## src/rtl/obi_line_adapter_if.sv

```systemverilog
// OBI point-to-point bundles between obi_line_adapter and the single-port
// OBI SRAM slave.
//   obi_req_if : req, gnt, addr[31:0], we, be[3:0], wdata[31:0]
//     master modport drives the request fields and samples gnt.
//   obi_rsp_if : rvalid, rdata[31:0]
//     slave modport samples the response (used by the adapter),
//     master modport drives it (used by the memory side).
interface obi_req_if;
  logic        req;
  logic        gnt;
  logic [31:0] addr;
  logic        we;
  logic [3:0]  be;
  logic [31:0] wdata;

  modport master (output req, addr, we, be, wdata, input gnt);
  modport slave  (input req, addr, we, be, wdata, output gnt);
endinterface

interface obi_rsp_if;
  logic        rvalid;
  logic [31:0] rdata;

  modport slave  (input rvalid, rdata);
  modport master (output rvalid, rdata);
endinterface

```

## src/rtl/obi_line_adapter.sv

```systemverilog
// obi_line_adapter: splits one LINE_WORDS x 32-bit line request into
// sequential single-word OBI transactions (one outstanding at a time) and
// returns a single line response.
// Ports:
//   clk_i, rst_ni                      clock, async active-low reset
//   line_req_valid_i/ready_o           line request handshake
//   line_req_we_i/addr_i/wdata_i/be_i  line request payload (word i at slice i)
//   line_rsp_valid_o/ready_i           line response handshake
//   line_rsp_we_o/rdata_o              echoed we, assembled read data
//   req (obi_req_if.master)            OBI request channel
//   rsp (obi_rsp_if.slave)             OBI response channel
// Optional feature macro: OBI_LINE_SKIP_EMPTY_EN -- write words with be==0
// are not issued on OBI at all.
module obi_line_adapter #(
  parameter int unsigned LINE_WORDS = 4
) (
  input  logic                    clk_i,
  input  logic                    rst_ni,
  input  logic                    line_req_valid_i,
  output logic                    line_req_ready_o,
  input  logic                    line_req_we_i,
  input  logic [31:0]             line_req_addr_i,
  input  logic [LINE_WORDS*32-1:0] line_req_wdata_i,
  input  logic [LINE_WORDS*4-1:0]  line_req_be_i,
  output logic                    line_rsp_valid_o,
  input  logic                    line_rsp_ready_i,
  output logic                    line_rsp_we_o,
  output logic [LINE_WORDS*32-1:0] line_rsp_rdata_o,
  obi_req_if.master               req,
  obi_rsp_if.slave                rsp
);

  localparam int unsigned IW         = (LINE_WORDS > 1) ? $clog2(LINE_WORDS) : 1;
  localparam logic [31:0] ALIGN_MASK = ~(32'(LINE_WORDS * 4) - 32'd1);

  typedef enum logic [1:0] {IDLE, REQ, WAIT, RSP} state_t;

  state_t                   r_state;
  logic [IW-1:0]            r_idx;
  logic                     r_we;
  logic [31:0]              r_base;
  logic [LINE_WORDS*32-1:0] r_wdata;
  logic [LINE_WORDS*4-1:0]  r_be;
  logic [LINE_WORDS*32-1:0] r_buf;
  logic                     r_ready;
  logic                     r_rsp_valid;
  logic                     r_req;
  logic [31:0]              r_addr;
  logic                     r_obi_we;
  logic [3:0]               r_obi_be;
  logic [31:0]              r_obi_wdata;

  // Per-word "must be issued" masks for the incoming request and the captured one.
  logic [LINE_WORDS-1:0] w_act_new;
  logic [LINE_WORDS-1:0] w_act_cur;

  always_comb begin
    w_act_new = '1;
    w_act_cur = '1;
`ifdef OBI_LINE_SKIP_EMPTY_EN
    for (int unsigned i = 0; i < LINE_WORDS; i++) begin
      w_act_new[i] = !line_req_we_i || (line_req_be_i[4*i +: 4] != 4'h0);
      w_act_cur[i] = !r_we || (r_be[4*i +: 4] != 4'h0);
    end
`endif
  end

  // First word to issue: from 0 on acceptance, after r_idx when leaving WAIT.
  // Without skipping this reduces to index 0 / r_idx+1 / done at LINE_WORDS-1.
  logic          w_new_found;
  logic [IW-1:0] w_new_idx;
  logic          w_cur_found;
  logic [IW-1:0] w_cur_idx;

  always_comb begin
    w_new_found = 1'b0;
    w_new_idx   = '0;
    w_cur_found = 1'b0;
    w_cur_idx   = '0;
    for (int unsigned i = 0; i < LINE_WORDS; i++) begin
      if (!w_new_found && w_act_new[i]) begin
        w_new_found = 1'b1;
        w_new_idx   = IW'(i);
      end
      if (!w_cur_found && (i > 32'(r_idx)) && w_act_cur[i]) begin
        w_cur_found = 1'b1;
        w_cur_idx   = IW'(i);
      end
    end
  end

  // Shared word-issue path for both IDLE (fresh request) and WAIT (next word).
  logic          w_in_idle;
  logic          w_adv;
  logic          w_found;
  logic [IW-1:0] w_sel_idx;
  logic [31:0]   w_sel_base;
  logic          w_sel_we;
  logic [3:0]    w_sel_be;
  logic [31:0]   w_sel_wdata;

  always_comb begin
    w_in_idle   = (r_state == IDLE);
    w_adv       = (w_in_idle && line_req_valid_i && r_ready) ||
                  ((r_state == WAIT) && rsp.rvalid);
    w_found     = w_in_idle ? w_new_found : w_cur_found;
    w_sel_idx   = w_in_idle ? w_new_idx : w_cur_idx;
    w_sel_base  = w_in_idle ? (line_req_addr_i & ALIGN_MASK) : r_base;
    w_sel_we    = w_in_idle ? line_req_we_i : r_we;
    w_sel_be    = w_in_idle ? line_req_be_i[4*w_sel_idx +: 4] : r_be[4*w_sel_idx +: 4];
    w_sel_wdata = w_in_idle ? line_req_wdata_i[32*w_sel_idx +: 32]
                            : r_wdata[32*w_sel_idx +: 32];
  end

  always_ff @(posedge clk_i or negedge rst_ni) begin
    if (!rst_ni) begin
      r_state     <= IDLE;
      r_idx       <= '0;
      r_we        <= 1'b0;
      r_base      <= '0;
      r_wdata     <= '0;
      r_be        <= '0;
      r_buf       <= '0;
      r_ready     <= 1'b0;
      r_rsp_valid <= 1'b0;
      r_req       <= 1'b0;
      r_addr      <= '0;
      r_obi_we    <= 1'b0;
      r_obi_be    <= '0;
      r_obi_wdata <= '0;
    end else begin
      case (r_state)
        IDLE: begin
          if (line_req_valid_i && r_ready) begin
            r_we    <= line_req_we_i;
            r_base  <= line_req_addr_i & ALIGN_MASK;
            r_wdata <= line_req_wdata_i;
            r_be    <= line_req_be_i;
            r_buf   <= '0;
            r_ready <= 1'b0;
          end else begin
            r_ready <= 1'b1;
          end
        end
        REQ: begin
          if (req.gnt) begin
            r_req   <= 1'b0;
            r_state <= WAIT;
          end
        end
        WAIT: begin
          if (rsp.rvalid && !r_we) r_buf[32*r_idx +: 32] <= rsp.rdata;
        end
        RSP: begin
          if (line_rsp_ready_i) begin
            r_rsp_valid <= 1'b0;
            r_ready     <= 1'b1;
            r_state     <= IDLE;
          end
        end
        default: r_state <= IDLE;
      endcase

      if (w_adv) begin
        if (w_found) begin
          r_state     <= REQ;
          r_idx       <= w_sel_idx;
          r_req       <= 1'b1;
          r_addr      <= w_sel_base + (32'(w_sel_idx) << 2);
          r_obi_we    <= w_sel_we;
          r_obi_be    <= w_sel_we ? w_sel_be : 4'hF;
          r_obi_wdata <= w_sel_wdata;
        end else begin
          r_state     <= RSP;
          r_rsp_valid <= 1'b1;
        end
      end
    end
  end

  assign line_req_ready_o = r_ready;
  assign line_rsp_valid_o = r_rsp_valid;
  assign line_rsp_we_o    = r_we;
  assign line_rsp_rdata_o = r_buf;
  assign req.req          = r_req;
  assign req.addr         = r_addr;
  assign req.we           = r_obi_we;
  assign req.be           = r_obi_be;
  assign req.wdata        = r_obi_wdata;

endmodule

```

## src/flat_wrapper.sv

```systemverilog
// flat-port wrapper written by rule: the top's interface ports become plain ports
module obi_line_adapter_flat 
#(
  parameter int unsigned LINE_WORDS = 4
)
  (clk_i, rst_ni, line_req_valid_i, line_req_ready_o, line_req_we_i, line_req_addr_i, line_req_wdata_i, line_req_be_i, line_rsp_valid_o, line_rsp_ready_i, line_rsp_we_o, line_rsp_rdata_o, req_req, req_addr, req_we, req_be, req_wdata, req_gnt, rsp_rvalid, rsp_rdata);
  obi_req_if req_i ();
  obi_rsp_if rsp_i ();
  input  logic clk_i;
  input  logic rst_ni;
  input  logic line_req_valid_i;
  output logic line_req_ready_o;
  input  logic line_req_we_i;
  input  logic [31:0] line_req_addr_i;
  input  logic [LINE_WORDS*32-1:0] line_req_wdata_i;
  input  logic [LINE_WORDS*4-1:0] line_req_be_i;
  output logic line_rsp_valid_o;
  input  logic line_rsp_ready_i;
  output logic line_rsp_we_o;
  output logic [LINE_WORDS*32-1:0] line_rsp_rdata_o;
  output wire logic [$bits(req_i.req)-1:0] req_req;
  output wire logic [$bits(req_i.addr)-1:0] req_addr;
  output wire logic [$bits(req_i.we)-1:0] req_we;
  output wire logic [$bits(req_i.be)-1:0] req_be;
  output wire logic [$bits(req_i.wdata)-1:0] req_wdata;
  input wire logic [$bits(req_i.gnt)-1:0] req_gnt;
  input wire logic [$bits(rsp_i.rvalid)-1:0] rsp_rvalid;
  input wire logic [$bits(rsp_i.rdata)-1:0] rsp_rdata;
  assign req_req = req_i.req;
  assign req_addr = req_i.addr;
  assign req_we = req_i.we;
  assign req_be = req_i.be;
  assign req_wdata = req_i.wdata;
  assign req_i.gnt = req_gnt;
  assign rsp_i.rvalid = rsp_rvalid;
  assign rsp_i.rdata = rsp_rdata;
  obi_line_adapter #(.LINE_WORDS(LINE_WORDS)) u_core (.clk_i(clk_i), .rst_ni(rst_ni), .line_req_valid_i(line_req_valid_i), .line_req_ready_o(line_req_ready_o), .line_req_we_i(line_req_we_i), .line_req_addr_i(line_req_addr_i), .line_req_wdata_i(line_req_wdata_i), .line_req_be_i(line_req_be_i), .line_rsp_valid_o(line_rsp_valid_o), .line_rsp_ready_i(line_rsp_ready_i), .line_rsp_we_o(line_rsp_we_o), .line_rsp_rdata_o(line_rsp_rdata_o), .req(req_i), .rsp(rsp_i));
endmodule
```

## config.mk

```make
export PLATFORM = sky130hd
export DESIGN_NAME = obi_line_adapter_flat
export DESIGN_NICKNAME = d
export VERILOG_FILES = /design/src/rtl/obi_line_adapter_if.sv /design/src/rtl/obi_line_adapter.sv /design/src/flat_wrapper.sv
export SDC_FILE = /design/constraint.sdc
export NUM_CORES = 1
export LEC_CHECK = 0
export CORE_ASPECT_RATIO = 1.75
export CORE_MARGIN = 3
export CORE_UTILIZATION = 49
export DETAILED_ROUTE_END_ITERATION = 6
export GPL_ROUTABILITY_DRIVEN = 0
export PLACE_DENSITY_LB_ADDON = 0.12
export RECOVER_POWER = 25
export SYNTH_ARGS = -nofsm -noshare
export SYNTH_HDL_FRONTEND = slang
export SYNTH_SLANG_ARGS = --single-unit
```

## constraint.sdc

```tcl
create_clock -name clk_i -period 2.44 [get_ports clk_i]
set_input_delay 0.488 -clock clk_i [delete_from_list [all_inputs] [get_ports clk_i]]
set_output_delay 0.488 -clock clk_i [all_outputs]
set_load 0.02 [all_outputs]
```

==> key figures <==
Synthesis
  • Area leader, netlist: dfrtp_1
  • Top cells by count, synth: nand2_1, dfrtp_1, mux2_2
  • Main area contributors after synthesis: dfrtp_1, mux2_2, nand2_1
  • Synth cell types: 38
  • Synth Cell Area: 0.0157 mm^2
  • Synth warnings: 0
  • Seq/Total Area, Yosys: 0.594
  • Most common cell in the netlist: nand2_1
  • Synth Flop Type: dfrtp_1
  • Number of synthesized register bits: 373
  • EDFF count, synth: 0
  • Cells after synthesis: 1438
  • Asr flop ratio synth: 1.00
  • Syn avg cell area: 10.9 um^2
  • Top-area cell type share of the netlist area: 0.594

Timing
  • RSZ-0062 raised after global routing: false
  • Fmax: 449 MHz
  • Hold_ws: 0.477 ns
  • Total negative slack: 0 ns
  • # setup viols final: 0
  • Post-layout minimum cycle time: 2.23 ns
  • Fin. max-slew vios: 49
  • Clk_skew: 0.00940 ns
  • Fin. Hold Viols: 0
  • Worst slew pin tran: 1.53 ns
  • Period utilization: 0.914
  • Max_slew headroom: -0.0201

Worst hold path
  • Worst Hold Depth: 2
  • Hold_sp: u_core.req.we
  • HP Class: reg -> reg
  • Worst hold endpoint: u_core.req.we

Cells and area
  • Final net count: 2046
  • Layout cells sized above 1: 0.153
  • Sequential standard cell area: 0.00933 mm^2
  • Multi-input gate area: 0.00594 mm^2
  • Final core utilization: 0.686
  • Fill cells: 2443
  • Cell Count, Final, Fillers Out: 2250
  • Area Growth Syn to Fin: 37.8%

Place
  • Cells after DPL: 2185
  • DP HPWL: 31000 um
  • Port bufs: 409

Clock tree
  • Setup Fix Bufs, Post-CTS: 0
  • Worst-Skew Late Latency: 0.51 ns
  • Max clock buf depth: 3
  • Root buffer cell: clkbuf_16
  • H-tree levels: 2
  • Total CTS buffers: 34
  • Post-CTS Resized: 0
  • CTS tree: yes
  • Clock sinks: 373
  • Clock transition at path regs: 0.07 ns

Critical path
  • Slowest CP cell: mux4_2
  • Crit-path cells: inv_1 > ha_1 > or2_2 > mux4_2 > nand2_1 > a41oi_1
  • FF-to-FF Start: u_core.req.addr[3]
  • Type of origin of the critical path: flop
  • Critical path class: reg -> reg
  • Largest fanout on the critical path: 24
  • Worst EP required: 2.81 ns
  • Crit-path max cell delay: 0.62 ns
  • Reg2reg path depth: 6
  • Reg-to-Reg End: u_core.req.be[0]
  • Critical Path End Type: flop
  • Reg2reg setup slack: 0.21 ns
  • CP Data Arrival Time: 2.60 ns

Global routing
  • GRT Total Usage: 0.258
  • Remaining global-route overflow: 0
  • First-pass GRT wire length: 70300 um
  • Vias in the first global route: 12853
  • Pin count of the biggest net entering global routing: 71
  • Initial antenna violation count: 9

Run status
  • Status: finished with violations
  • Failing checks: capacitance limit, slew limit

Pwr
  • Pwr dens: 1230 mW/mm^2
  • Cell leakage power: 9.05 nW
  • Worst vdd ir: 0.000804 V

Job
  • Maximum Capacitance Violations: 1

Route
  • Detailed Route WL: 44700 um
  • 1st-iter DRT viols: 604
  • Routed vias: 12264
  • Vias per std cell: 5.45
  • Routed len/inst: 19.9 um
  • Routed Antenna Nets: 0
  • DRT Pass-1 Iters: 5
  • DRC viols: 0

Floorplan
  • I/O pins: 416
  • Die height: 243 um
  • Width of the die: 141 um
  • Die area: 0.0343 mm^2
  • Initial Util: 0.498
  • # rows: 86
  • Core area: 0.0315 mm^2
-- layout by cell type (no fill, tap or decap), types with 2 or more instances in the layout --
cell,count
buf_6,2
nand2_1,412
mux2_2,162
a31oi_1,94
and3b_1,2
or2_2,2
clkdlybuf4s50_1,408
conb_1,2
o21ai_0,93
inv_1,3
ha_1,5
clkbuf_1,4
clkbuf_16,37
bufinv_16,2
clkbuf_8,8
nand2b_1,4
dfrtp_1,373
clkbuf_2,4
a22o_1,56
buf_4,23
nor2_2,2
clkinv_2,4
diode_2,9
nand3b_1,2
nor2_1,65
a41oi_1,4
buf_12,19
a21oi_1,2
nor4_4,2
o21ai_1,15
mux4_2,4
o221ai_4,4
mux2_1,12
-- sequential cells by signal (all words and copies together), names as in the netlist, 2 cells and up --
register / count
u_core.line_rsp_rdata_o: 128
u_core.r_base: 28
u_core.r_be: 16
u_core.r_state: 2
u_core.r_wdata: 128
u_core.req.addr: 29
u_core.req.be: 4
u_core.req.wdata: 32
-- how the worst max path moves through the flow --
stage | from | endpoint | slack, ns
2_1_floorplan | u_core.r_idx[0] | u_core.req.wdata[14] | 0.19
3_3_place_gp | rsp_rvalid | u_core.line_rsp_rdata_o[22] | 0.20
3_5_place_dp | rsp_rvalid | u_core.line_rsp_rdata_o[22] | 0.16
4_1_cts | u_core.req.addr[3] | u_core.req.be[0] | 0.19
5_1_grt | u_core.req.addr[3] | u_core.req.be[0] | 0.04
6_report | u_core.req.addr[3] | u_core.req.be[0] | 0.21
-- per-stage QoR --
stage                     cell area, um^2  setup slack [ns]  power [mW]
after floorplan                     15700             0.194        16.7
after global placement              20500             0.201        21.0
after detailed placement            20500             0.163        21.4
after CTS                           21600             0.192        26.9
after global routing                21600            0.0383        28.3
final                               21600             0.210        26.6
-- cell type report --
type | instances | area share
Antenna cell | 9 | 0.00104
Clock buffer | 49 | 0.0486
Clock inverter | 6 | 0.00370
Inverter | 4 | 0.000694
Multi-Input combinational cell | 955 | 0.275
Sequential cell | 373 | 0.432
Tap cell | 396 | 0.0229
Timing Repair Buffer | 458 | 0.217
-- routing by layer --
metal  track usage  wire length, um
met1         0.303            16300
met2         0.454            23600
met3        0.0491             2950
met4         0.117             1860
met5             0                0
-- cells by family after synthesis --
| kind of cell | Yosys count | share of synthesized area |
|---|---|---|
| AND/OR/NAND/NOR | 497 | 0.124 |
| multiplexers | 178 | 0.131 |
| adder cells (fa/ha/maj) | 5 | 0.00398 |
| flip-flops | 373 | 0.594 |
| other | 1 | 0.000239 |
| AO/OA/AOI/OAI | 273 | 0.112 |
| buffers and inverters | 111 | 0.0342 |
-- worst max-delay path, delay by kind of cell, from the launching register on --
| family | cells | cell delay [ns] |
|---|---|---|
| and+or+nand+nor | 2 | 0.62 |
| muxes | 1 | 0.62 |
| DFF | 1 | 0.42 |
| adders and majority gates | 1 | 0.18 |
| buffers and inverters | 1 | 0.13 |
| AOI/OAI and AO/OA | 1 | 0.11 |
-- what timing repair did --
item                       4_1_cts  5_1_grt
hold endpoints to repair        40        0
hold buffers                     1        0
setup endpoints to repair        0        0
-- power breakdown --
group          switching (mW)  internal (mW)  leakage (nW)
registers                1.25           8.48          4.67
logic                    6.10           5.34          3.82
clock network            2.26           3.19         0.562
total                    9.60           17.0          9.05
No activity file was read; power rests on OpenSTA's default activity.
==> RTL change (same flow settings) <==
`LINE_WORDS` is set to 4 in 2 places; all go to 8.
--- a/src/rtl/obi_line_adapter.sv
+++ b/src/rtl/obi_line_adapter.sv
@@ -14,3 +14,3 @@
 module obi_line_adapter #(
-  parameter int unsigned LINE_WORDS = 4
+  parameter int unsigned LINE_WORDS = 8
 ) (
--- a/src/flat_wrapper.sv
+++ b/src/flat_wrapper.sv
@@ -3,3 +3,3 @@
 #(
-  parameter int unsigned LINE_WORDS = 4
+  parameter int unsigned LINE_WORDS = 8
 )
Interface: changed (resized line_req_be_i, line_req_wdata_i and line_rsp_rdata_o); port bits go from 416 to 688. The function was not compared with the original's and may differ.
==> RTL change against the unedited design <==
The flow finishes with violations (setup timing); sequential cell count grew 271; area after synthesis up 72%; synthesized cell count increased by 100%; clock skew increased by 0.013 ns; highest routed layer is now met5; cell area grew 78%; largest power group unchanged; critical path depth grew 4; setup slack got worse by 0.41 ns; routed wire length up 130%; total power increased by 80%; die area is 69% higher; global-route usage increased by 8.5 points.
==> RTL change: results (changes against the unedited design) <==
powerDensity_nw_per_um2: 1249  # was 1230 nW/µm²
wl_mm: 104.0  # was 44.70 mm
hold_depth: 3  # was 2
grt_pass1_vias: 24992  # was 12853
grt_pass1_wl_mm: 150.9  # was 70.33 mm
layout.nets: 3996  # was 2046
insertion_delay_ns: 0.60  # was 0.51 ns
combPwrFrac: 0.460  # was 0.430
hold_start: "line_req_wdata_i[50]"  # was u_core.req.we
grt_util_all_layers: 0.3430  # was 0.2580
violations: "setup timing"  # was capacitance limit, slew limit
relSlewSlack: 0.2314  # was -0.02010
synthTopCellsByCount: "nand2_1, dfrtp_1, a22o_1"  # was nand2_1, dfrtp_1, mux2_2
critPathArrivalTime_ns: 3.11  # was 2.60 ns
min_to: "u_core.r_wdata[50]"  # was u_core.req.we
swShare: 0.4021  # was 0.3608
layout_setup_ws_ns: -0.1953  # was 0.2105 ns
cap_violations: 0  # was 1
r2r-start: "u_core.r_idx[1]"  # was u_core.req.addr[3]
yosys.cell_types.count: 52  # was 38
outcome: "finished with violations"  # unchanged
finalClockSkew_ns: 0.02207  # was 0.009400 ns
drt-vias-per-instance: 5.695  # was 5.451
grt_max_degree: 106  # was 71
r2r_end: "u_core.req.wdata[15]"  # was u_core.req.be[0]
crit_path_max_fanout: 21  # was 24
antenna_found_initial: 15  # was 9
worstRegToRegCells: 10  # was 6
drt-pass1-iter-count: 5  # unchanged
drt_iter0_drc: 2272  # was 604
hold_path.class: "in2reg"  # was reg2reg
setup_viol: 36  # was 0
peakVddDrop_v: 0.0007921  # was 0.0008041 V
pg_clk_w: 0.00968  # was 0.00545 W
dp_hpwl_mm: 75.91  # was 31.03 mm
cts_made_buffers: 56  # was 34
cts_max_level: 2  # unchanged
layout-drive-gt1-share: 0.1030  # was 0.1534
synth_area_leaders: "dfrtp_1, nand2_1, a22o_1"  # was dfrtp_1, mux2_2, nand2_1
finalSetupTns_ns: -5.057  # was 0 ns
p_leak_nw: 18.16  # was 9.052 nW
io_buffers: 680  # was 409
yosysSeqAreaShare: 0.5970  # was 0.5944
[RTL change: cell types whose count changed after synthesis, sizes merged, moves of 22 or more]
cell	before	now
nand3	0	121
or4	0	22
a21oi	3	90
mux2	174	0
clkbuf	52	177
nand2	412	1328
a31oi	94	31
a22o	56	167
dfrtp	373	644
nor2	68	45
mux2i	0	47
[RTL change: worst max-delay path by stage]
stage | from | end | slack (ns)
6_report | u_core.r_idx[1] | u_core.req.wdata[15] | -0.20
5_1_grt | u_core.r_idx[1] | u_core.req.wdata[26] | -0.29
4_1_cts | u_core.r_idx[0] | u_core.req.wdata[24] | -0.22
3_5_place_dp | u_core.r_idx[1] | u_core.req.wdata[27] | -0.28
3_3_place_gp | u_core.r_idx[1] | u_core.req.wdata[27] | -0.25
2_1_floorplan | u_core.r_idx[0] | u_core.req.wdata[11] | -0.11
[RTL change: stage by stage]
step	worst slack [ns]	hold slack, ns	area (µm²)	cells	util
6_report	-0.1953	0.4166	38440	4385	0.7061
5_1_grt	-0.2929	0.4037	38420	4380	0.7059
4_1_cts	-0.2191	0.3934	38030	4358	0.6987
3_5_place_dp	-0.2828	0.4601	35840	4250	0.6585
3_3_place_gp	-0.2522	0.4517	35840	4250	0.6585
2_1_floorplan	-0.1132	0.1924	27090	2945	-
[RTL change: layer usage]
| layer | global-route usage | share of wire |
|---|---|---|
| met2 | 0.6033 | 0.51 |
| met3 | 0.06829 | 0.082 |
| met1 | 0.3655 | 0.32 |
| met4 | 0.2436 | 0.085 |
| met5 | 0 | 0.00012 |
[RTL change: worst max-delay path, cell delays in order (launching register included)]
cell and delay (ns):
dfrtp_2 0.41, inv_2 0.06, ha_4 0.17, ha_4 0.15, a21bo_4 0.21, a221o_4 0.43
buf_8 0.21, buf_12 0.17, nand2_1 0.07, a21oi_1 0.12, or4_1 0.52
[RTL change: kinds of logic after synthesis]
| kind of cell | Yosys count | share of synthesized area |
|---|---|---|
| multiplexers | 47 | 0.01743 |
| buffers and inverters | 244 | 0.03866 |
| XOR/XNOR | 1 | 0.0003245 |
| other | 1 | 0.0001389 |
| flip-flops | 644 | 0.5970 |
| AO/OA/AOI/OAI | 452 | 0.1158 |
| adder cells (fa/ha/maj) | 6 | 0.002735 |
| AND/OR/NAND/NOR | 1549 | 0.2279 |
[RTL change: what timing repair did]
item	CTS	global route
endpoints found under the setup margin	38	124
resized for setup	43	77
hold buffers	1	0
hold endpoints to repair	42	0
setup buffers	1	4
pin swaps	2	12
gates cloned	1	7
[RTL change: cell type report]
class / count / area [µm²]
repair buffers: 867 / 8947
well taps: 690 / 863.3
fillers: 4063 / 16000
inverters: 6 / 27.53
multi-input cells: 2057 / 10430
clock buffers: 83 / 1704
clock inverters: 22 / 305.3
flip-flops and latches: 644 / 16120
diodes: 16 / 40.04
